<file path="src/rtl/alu_mc_pkg.sv">
// Shared opcodes, op type and FSM state encoding for the multi-cycle ALU.
package alu_mc_pkg;

  typedef logic [3:0] alu_op_t;

  localparam alu_op_t OP_ADD  = 4'b0000;
  localparam alu_op_t OP_SUB  = 4'b0001;
  localparam alu_op_t OP_AND  = 4'b0010;
  localparam alu_op_t OP_OR   = 4'b0011;
  localparam alu_op_t OP_SLTU = 4'b0100;
  localparam alu_op_t OP_SLT  = 4'b0101;
  localparam alu_op_t OP_XOR  = 4'b0110;
  localparam alu_op_t OP_NOR  = 4'b0111;
  localparam alu_op_t OP_SLL  = 4'b1000;
  localparam alu_op_t OP_SRL  = 4'b1001;
  localparam alu_op_t OP_SRA  = 4'b1010;
  localparam alu_op_t OP_MUL  = 4'b1011;

  typedef enum logic [1:0] {
    ST_IDLE = 2'd0,
    ST_MUL  = 2'd1,
    ST_DONE = 2'd2
  } state_t;

endpackage

</file>
<file path="src/rtl/alu_mc_mul.sv">
// Iterative shift-add multiplier returning the low WIDTH bits of a*b.
// The start edge performs the first step, so the product is ready after WIDTH-1 busy cycles.
module alu_mc_mul #(
  parameter int WIDTH = 16
) (
  input  logic             clk,
  input  logic             rst_n,
  input  logic             start,
  input  logic [WIDTH-1:0] a,
  input  logic [WIDTH-1:0] b,
  output logic             busy,
  output logic             done,
  output logic [WIDTH-1:0] product
);

  localparam int CW = $clog2(WIDTH);

  logic             busy_q, busy_d;
  logic [CW-1:0]    cnt_q, cnt_d;
  logic [WIDTH-1:0] acc_q, acc_d;
  logic [WIDTH-1:0] mcand_q, mcand_d;
  logic [WIDTH-1:0] mplier_q, mplier_d;
  logic [WIDTH-1:0] acc_sum;

  always_comb begin
    acc_sum  = acc_q + (mplier_q[0] ? mcand_q : '0);
    busy_d   = busy_q;
    cnt_d    = cnt_q;
    acc_d    = acc_q;
    mcand_d  = mcand_q;
    mplier_d = mplier_q;
    if (start) begin
      busy_d   = 1'b1;
      cnt_d    = CW'(WIDTH - 1);
      acc_d    = b[0] ? a : '0;
      mcand_d  = a << 1;
      mplier_d = b >> 1;
    end else if (busy_q) begin
      acc_d    = acc_sum;
      mcand_d  = mcand_q << 1;
      mplier_d = mplier_q >> 1;
      cnt_d    = cnt_q - 1'b1;
      // Counter lands on zero with the final step, so it never wraps.
      if (cnt_q == CW'(1)) busy_d = 1'b0;
    end
  end

  always_ff @(posedge clk or negedge rst_n) begin
    if (!rst_n) begin
      busy_q   <= 1'b0;
      cnt_q    <= '0;
      acc_q    <= '0;
      mcand_q  <= '0;
      mplier_q <= '0;
    end else begin
      busy_q   <= busy_d;
      cnt_q    <= cnt_d;
      acc_q    <= acc_d;
      mcand_q  <= mcand_d;
      mplier_q <= mplier_d;
    end
  end

  assign busy    = busy_q;
  assign done    = busy_q && (cnt_q == CW'(1));
  assign product = acc_sum;

endmodule

</file>
<file path="src/rtl/alu_mc.sv">
// Multi-cycle ALU with valid/ready handshake and registered result/flags.
// Define ALU_MC_MUL_EN to enable the iterative MUL; otherwise opcode 1011 decodes as ADD.
//
// state   | meaning
// IDLE    | ready for a new op, no result pending
// MUL     | iterative multiply in progress, not ready
// DONE    | result valid and held until out_ready
module alu_mc
  import alu_mc_pkg::*;
#(
  parameter int WIDTH = 16,
  parameter int SHW   = $clog2(WIDTH)
) (
  input  logic             clk,
  input  logic             rst_n,
  input  logic             in_valid,
  output logic             in_ready,
  input  logic [WIDTH-1:0] a,
  input  logic [WIDTH-1:0] b,
  input  logic [3:0]       alu_ctrl,
  output logic             out_valid,
  input  logic             out_ready,
  output logic [WIDTH-1:0] result,
  output logic             zero,
  output logic             carry,
  output logic             ovf
);

  state_t           state_q, state_d;
  logic [WIDTH-1:0] result_q, result_d;
  logic             zero_q, zero_d;
  logic             carry_q, carry_d;
  logic             ovf_q, ovf_d;
  logic             out_valid_q, out_valid_d;

  logic             accept;
  logic             is_mul;
  logic             mul_busy;
  logic [WIDTH:0]   sum_w, diff_w;
  logic [SHW-1:0]   shamt;
  logic [WIDTH-1:0] alu_res;
  logic             alu_carry, alu_ovf;

`ifdef ALU_MC_MUL_EN
  logic             mul_start, mul_done;
  logic [WIDTH-1:0] mul_product;

  assign is_mul    = (alu_ctrl == OP_MUL);
  assign mul_start = accept && is_mul;

  alu_mc_mul #(.WIDTH(WIDTH)) u_mul (
    .clk     (clk),
    .rst_n   (rst_n),
    .start   (mul_start),
    .a       (a),
    .b       (b),
    .busy    (mul_busy),
    .done    (mul_done),
    .product (mul_product)
  );
`else
  assign is_mul   = 1'b0;
  assign mul_busy = 1'b0;
`endif

  assign in_ready = !mul_busy &&
                    ((state_q == ST_IDLE) || ((state_q == ST_DONE) && out_ready));
  assign accept   = in_valid && in_ready;

  always_comb begin
    sum_w     = {1'b0, a} + {1'b0, b};
    diff_w    = {1'b0, a} - {1'b0, b};
    shamt     = b[SHW-1:0];
    alu_res   = sum_w[WIDTH-1:0];
    alu_carry = 1'b0;
    alu_ovf   = 1'b0;
    case (alu_ctrl)
      OP_SUB: begin
        alu_res   = diff_w[WIDTH-1:0];
        alu_carry = diff_w[WIDTH];
        alu_ovf   = (a[WIDTH-1] != b[WIDTH-1]) && (diff_w[WIDTH-1] != a[WIDTH-1]);
      end
      OP_AND:  alu_res = a & b;
      OP_OR:   alu_res = a | b;
      OP_XOR:  alu_res = a ^ b;
      OP_NOR:  alu_res = ~(a | b);
      OP_SLTU: alu_res = {{(WIDTH-1){1'b0}}, diff_w[WIDTH]};
      OP_SLT:  alu_res = {{(WIDTH-1){1'b0}}, ($signed(a) < $signed(b))};
      OP_SLL:  alu_res = a << shamt;
      OP_SRL:  alu_res = a >> shamt;
      OP_SRA:  alu_res = $unsigned($signed(a) >>> shamt);
      default: begin
        alu_carry = sum_w[WIDTH];
        alu_ovf   = (a[WIDTH-1] == b[WIDTH-1]) && (sum_w[WIDTH-1] != a[WIDTH-1]);
      end
    endcase
  end

  always_comb begin
    state_d     = state_q;
    result_d    = result_q;
    zero_d      = zero_q;
    carry_d     = carry_q;
    ovf_d       = ovf_q;
    out_valid_d = out_valid_q;
    case (state_q)
      ST_IDLE, ST_DONE: begin
        if (accept) begin
          if (is_mul) begin
            state_d     = ST_MUL;
            out_valid_d = 1'b0;
          end else begin
            state_d     = ST_DONE;
            out_valid_d = 1'b1;
            result_d    = alu_res;
            zero_d      = (alu_res == '0);
            carry_d     = alu_carry;
            ovf_d       = alu_ovf;
          end
        end else if ((state_q == ST_DONE) && out_ready) begin
          state_d     = ST_IDLE;
          out_valid_d = 1'b0;
        end
      end
`ifdef ALU_MC_MUL_EN
      ST_MUL: begin
        if (mul_done) begin
          state_d     = ST_DONE;
          out_valid_d = 1'b1;
          result_d    = mul_product;
          zero_d      = (mul_product == '0);
          carry_d     = 1'b0;
          ovf_d       = 1'b0;
        end
      end
`endif
      default: begin
        state_d     = ST_IDLE;
        out_valid_d = 1'b0;
      end
    endcase
  end

  always_ff @(posedge clk or negedge rst_n) begin
    if (!rst_n) begin
      state_q     <= ST_IDLE;
      result_q    <= '0;
      zero_q      <= 1'b0;
      carry_q     <= 1'b0;
      ovf_q       <= 1'b0;
      out_valid_q <= 1'b0;
    end else begin
      state_q     <= state_d;
      result_q    <= result_d;
      zero_q      <= zero_d;
      carry_q     <= carry_d;
      ovf_q       <= ovf_d;
      out_valid_q <= out_valid_d;
    end
  end

  assign out_valid = out_valid_q;
  assign result    = result_q;
  assign zero      = zero_q;
  assign carry     = carry_q;
  assign ovf       = ovf_q;

endmodule
</file>
<file path="config.mk">
export PLATFORM = sky130hd
export DESIGN_NAME = alu_mc
export DESIGN_NICKNAME = d
export VERILOG_FILES = /design/src/rtl/alu_mc_pkg.sv /design/src/rtl/alu_mc_mul.sv /design/src/rtl/alu_mc.sv
export SDC_FILE = /design/constraint.sdc
export NUM_CORES = 1
export LEC_CHECK = 0
export BUFFER_PORTS_ARGS = -buffer_cell sky130_fd_sc_hd__buf_2
export CAP_MARGIN = 5
export CORE_MARGIN = 4
export CORE_UTILIZATION = 40
export DETAILED_ROUTE_END_ITERATION = 6
export PLACE_DENSITY = 0.56
export RECOVER_POWER = 100
export REMOVE_ABC_BUFFERS = 1
export SLEW_MARGIN = 40
export SYNTH_ARGS = -nofsm -noshare
export SYNTH_HDL_FRONTEND = slang
export SYNTH_SLANG_ARGS = --single-unit
</file>
<file path="constraint.sdc">
create_clock -name clk -period 3.3 [get_ports clk]
set_clock_uncertainty 0.05 [all_clocks]
set_input_delay 0.66 -clock clk [delete_from_list [all_inputs] [get_ports clk]]
set_output_delay 0.66 -clock clk [all_outputs]
set_load 0.01 [all_outputs]
</file>
Yosys cells after proc, flatten, opt, wreduce, memory -nomap -nowiden
Index checks and enable logic that the tools add are counted.
- bits in registers: 22
- input port bits: 40
- output and inout bits: 21
- logic and storage cells: 51
- $add $sub $neg: 2
- magnitude comparators: 1
- equality and inequality tests: 16
- shift-type cells: 3
- muxes and demuxes: 9
- bitwise operators: 4
- reduce and logical (&&, ||, !) cells: 10
- operators by type and width (kind ; count):
    16-bit case mux with 10 select lines ; 1
    16-bit by 16-bit adder with 17-bit output ; 1
    16-bit by 16-bit subtractor with 17-bit output ; 1
    16-bit AND ; 1
    4-bit by 3-bit == test with 1-bit output (second input constant) ; 4
    16-bit zero test ; 1
    16-bit less-than comparator ; 1
    16-bit inverter ; 1
    16-bit bitwise OR ; 1
    16-bit by 4-bit << shifter with 16-bit output ; 1
    16-bit by 4-bit >> shifter with 16-bit output ; 1
    16-bit by 4-bit >>> shifter with 16-bit output ; 1
    16-bit XOR ; 1
    4-bit == test (second input constant) ; 3
    9-bit OR reduction ; 1
    4-bit by 2-bit == test with 1-bit output (second input constant) ; 2
    2-bit 2-to-1 mux ; 3
    4-bit by 1-bit == test with 1-bit output (second input constant) ; 1
    1-bit logical AND ; 4
    1-bit case mux with 2 select lines ; 2
    1-bit 2-to-1 mux ; 3
    1-bit != test ; 3
    3-bit != test (second input constant) ; 1
    2-bit == test (second input constant) ; 1
    5 further kinds ; 5

Longest topological paths before layout
- word-level depth: 6
- gate-level depth with buffers: 14
- mapped depth without buffers: 12

Worst setup path after synthesis
No wires, ideal clock.
- path type: input-to-reg
- start point: in b[2]
- end point: reg zero_q (netlist: zero)
- setup time: 0.103 ns
- arrival: 3.423 ns
- data required time: 3.147 ns
- slack: -0.276 ns
- stages: 13
- path buffers: 2
- cell sequence: inv_2 -> buf_1 -> ha_1 -> clkbuf_1 -> o21bai_1 -> a221oi_1 -> or3_1 -> and3_1 -> a211o_1 -> a21o_1 -> nor4b_2 -> nand4_1 -> o41ai_2
- word-level cells in the longest chain between the ends: 4
- elaborated cells between the ends (all ways): 12
- those cells by class: add/sub: 2; order compare: 1; shift: 3; mux: 1; bitwise: 4; reduce/logical: 1
- ends and longest elaborated chain (item ; RTL line ; text):
    start: declaration ; alu_mc.sv:19 ; input logic [WIDTH-1:0] b,
    parallel branches: the longest is 2 deep, another holds 16-bit by 16-bit subtractor with 17-bit output ; n/a ;
    16-bit case mux with 10 select lines (*) ; alu_mc.sv:77 ; case (alu_ctrl)
    16-bit zero test (*) ; alu_mc.sv:116 ; zero_d = (alu_res == '0);
    end signal: assignment ; alu_mc.sv:155 ; zero_q <= zero_d;
    end: declaration ; alu_mc.sv:31 ; logic zero_q, zero_d;
Every way passes the cells marked *.
A chain may end at the register's enable or synchronous reset.

Worst setup path in the final report
- start point: in alu_ctrl[1]
- end point: reg zero_q (netlist: zero)
- word-level cells in the longest chain between the ends: 3
- elaborated cells between the ends (all ways): 12
- those cells by class: eq/ne: 10; mux: 1; reduce/logical: 1
- ends and longest elaborated chain (item ; RTL line ; text):
    start: declaration ; alu_mc.sv:20 ; input logic [3:0] alu_ctrl,
    4-bit == test (tied with other cells) ; alu_mc.sv:77 ;
    16-bit case mux with 10 select lines (*) ; alu_mc.sv:77 ;
    16-bit zero test (*) ; alu_mc.sv:116 ;
Mark *: on every way between the ends. The rest lies on a longest branch, timed or not.

==> results by group <==
Timing
  • Slew Viols, Final: 0
  • Setup ws final: -2.45 ps
  • Relative slew slack: 26.8%
  • RSZ-0062 raised after global routing: true
  • Fin Setup TNS: -2.45 ps
  • Final Hold Viols: 0
  • Worst-margin pin slew: 1100 ps
  • Period Utilization, post-route: 100%
  • Maximum clock rate: 303 MHz
  • # setup viols final: 1
  • Hold slack: 427 ps
  • Fin crit period: 3300 ps

Placement
  • DP HPWL: 16,800 um
  • Port Buf Inserts: 60
  • Routability cong.: 0.994

Floorplan
  • Core Rows: 40
  • Number of I/O pins: 61
  • Die X-Extent: 121 um
  • Die height: 121 um
  • Initial Utilization: 41.7%
  • Area of the die: 14,600 um^2
  • Core ar.: 12,200 um^2

Job
  • Maxcap violations: 0

Global routing
  • Antenna violations before repair: 0
  • GRT overflow: 0
  • Vias in the first global route: 5,807
  • All-layer global routing usage: 27.1%
  • First-pass GRT wire length: 31,600 um
  • Largest net degree at the start of global routing: 32

Synth
  • Post-synth EDFFs: 0
  • Flops & latches, synth: 20
  • Ys Warns: 0
  • Sequential area share after synthesis: 9.83%
  • Asr flop ratio synth: 100%
  • Syn Std Cell Area: 5090 um^2
  • Syn_area_per_cell: 7.57 um^2
  • Cells after Synth: 673
  • Top FF cell, synth: dfrtp_1
  • Synth unique cells: 77

Clocking
  • Clock sinks: 20
  • CTS tree: done
  • Clock-pin slew on the worst setup and hold paths: 50 ps
  • Root Driver: clkbuf_16
  • Post-CTS Setup Inserts: 0
  • Bufs on Longest Clock Path: 2
  • CTS Hold Buffers Added: 0
  • Insertion delay to the later sink of the worst-skew pair: 250 ps
  • H-tree levels: 1
  • TritonCTS Buffers: 3

Run status
  • Failing checks: negative setup slack
  • Status: finished with violations

Worst setup path
  • Setup crit end kind: flip-flop
  • Crit start category: input pin
  • Register-to-register path setup slack: 1670 ps
  • Peak fanout along the critical path: 14
  • Crit path kind: in2reg
  • Critical path buffers and inverters: 3
  • Crit-path max cell delay: 520 ps
  • RR Endpoint: zero
  • CP required: 3400 ps
  • R2R depth: 6
  • Most frequent CP cell: buf_4
  • Critical Path, Cell by Cell: clkbuf_1 > xnor2_1 > buf_4 > a211oi_1 > a21oi_1 > buf_4 > o2111ai_2 > a2111o_1 > o31a_1 > nor4_2 > nand4_1 > o41ai_2
  • CP max-delay cell: clkbuf_1
  • Critical path arrival: 3400 ps
  • Critical R2R Launch: out_valid
  • CP Launch Point: alu_ctrl[1]
  • Delay-heaviest family, CP: compound AO/OA/AOI/OAI gates

Route
  • Vias per cell: 5.93
  • Initial DRC Count: 515
  • Final ANT Viol Nets: 0
  • DR pass1 iterations: 5
  • DRC viols: 0
  • Vias: 5,969
  • Drt wl/cell: 20.1 um
  • Total wire length: 20,200 um

Finish
  • Core Util, Final: 54.4%
  • Fillers: 1,294
  • Area delta synth->final: 30.6%
  • Multi-input combinational cell area: 4250 um^2
  • N_diodes: 0
  • Nets: 932
  • Share of layout cells above drive strength 1: 29.8%
  • FF/Latch Area: 500 um^2

Worst hold path
  • Min-delay src: ovf
  • Hold Path Stages: 2
  • Min-delay worst type: reg2reg
  • Hold Path End: ovf

Power and ir drop
  • Leakage power: 3.01 nW
  • Tot Pwr: 1.67 mW
  • Power density cells: 251 nW/um^2
  • Max VDD drop: 184 uV
-- cells by family after synthesis --
family | Yosys count | synth area share (%)
simple gates | 206 | 19.7
mux | 56 | 15.5
xor+xnor | 22 | 3.78
buf+inv | 95 | 7.86
fa+ha+maj | 51 | 12.8
flops | 20 | 9.83
compound gates | 223 | 30.5
-- cells in the mapped netlist (7+ instances only) --
cell type  number  area share [%]
a211oi_1       13             1.9
a21oi_1        44             4.3
a22oi_1         9             1.3
a31oi_1         7            0.86
buf_2          13             1.3
clkbuf_1       29             2.1
dfrtp_1        20             9.8
ha_1           49              12
inv_1          42             3.1
mux2_2         10             2.2
mux2i_1        27             5.3
mux4_2         15             6.6
nand2_1        69             5.1
nand2b_1        9             1.1
nand3_1         7            0.69
nor2_1         51             3.8
nor2b_1        13             1.6
nor3_1         13             1.3
o211ai_1       12             1.8
o21ai_0        40             3.9
o22ai_1         9             1.1
or2_2           8            0.98
xnor2_1        18             3.1
-- worst reg2reg max path: cells and delay by family (launching register included) --
kind / cells / cell delay [ps]
AND/OR/NAND/NOR: 3 / 410
AO/OA/AOI/OAI: 2 / 510
buffers and inverters: 1 / 200
flip-flops: 1 / 380
-- flip-flops by register name (all words and copies together) (netlist names) --
register and cells:
out_valid 1, carry 1, result 16, ovf 1, zero 1
-- metrics by stage --
step           instances  area, um^2  setup WS (ps)
2_1_floorplan        622        4860           -145
3_3_place_gp        1004        6550           -419
3_5_place_dp        1004        6550           -536
4_1_cts             1007        6660           7.73
5_1_grt             1007        6650           -162
6_report            1007        6650          -2.45
-- metal layers --
layer / GRT usage, % / vias up / share of wire (%)
li1: - / 2834 / -
met1: 38.0 / 2856 / 45
met2: 44.4 / 251 / 46
met3: 3.51 / 28 / 6.9
met4: 5.88 / 0 / 2.1
met5: 0 / - / 0
-- worst max-delay path by stage --
| stage | to | slack (ps) | cells past startpoint |
|---|---|---|---|
| 2_1_floorplan | zero | -140 | 11 |
| 3_3_place_gp | zero | -420 | 14 |
| 3_5_place_dp | zero | -540 | 14 |
| 4_1_cts | zero | 8 | 13 |
| 5_1_grt | zero | -160 | 13 |
| 6_report | zero | -2 | 12 |
-- cell usage in the layout, fill, tap and decap left out, drive strengths merged, types with 4 or more instances in the layout --
cell,count
o22ai,9
nor2,51
inv,43
o211ai,12
nand2,69
a21o,4
and3,4
xnor2,18
ha,49
mux4,16
nor2b,13
xor2,4
or2,8
o31ai,4
o41ai,4
a22oi,9
nand2b,9
mux2i,27
o21bai,6
o31a,5
or3,6
a21oi,44
o21ai,44
a221oi,6
nor4,5
a31oi,7
nor3,13
a2111oi,5
a211o,4
nand3,7
clkbuf,29
o2111ai,4
dfrtp,20
o32ai,4
a211oi,13
buf,188
and2,4
mux2,13
a311oi,5
-- power breakdown --
part           switching [mW]  internal (mW)  total (mW)
clock network          0.0823          0.160       0.242
registers              0.0252          0.292       0.317
logic                   0.603          0.508        1.11
total                   0.710          0.959        1.67
-- repair_timing --
item                       4_1_cts  5_1_grt
gates resized for setup         11       10
setup endpoints to repair        2        3
pin swaps                        1        2
-- final cells by class --
type | count | area share, %
clock buffers | 3 | 1.13
inverters | 44 | 2.48
multi-input cells | 558 | 63.9
flip-flops and latches | 20 | 7.53
well taps | 168 | 3.16
repair buffers | 214 | 21.8
No activity file was read; power rests on OpenSTA's default activity.
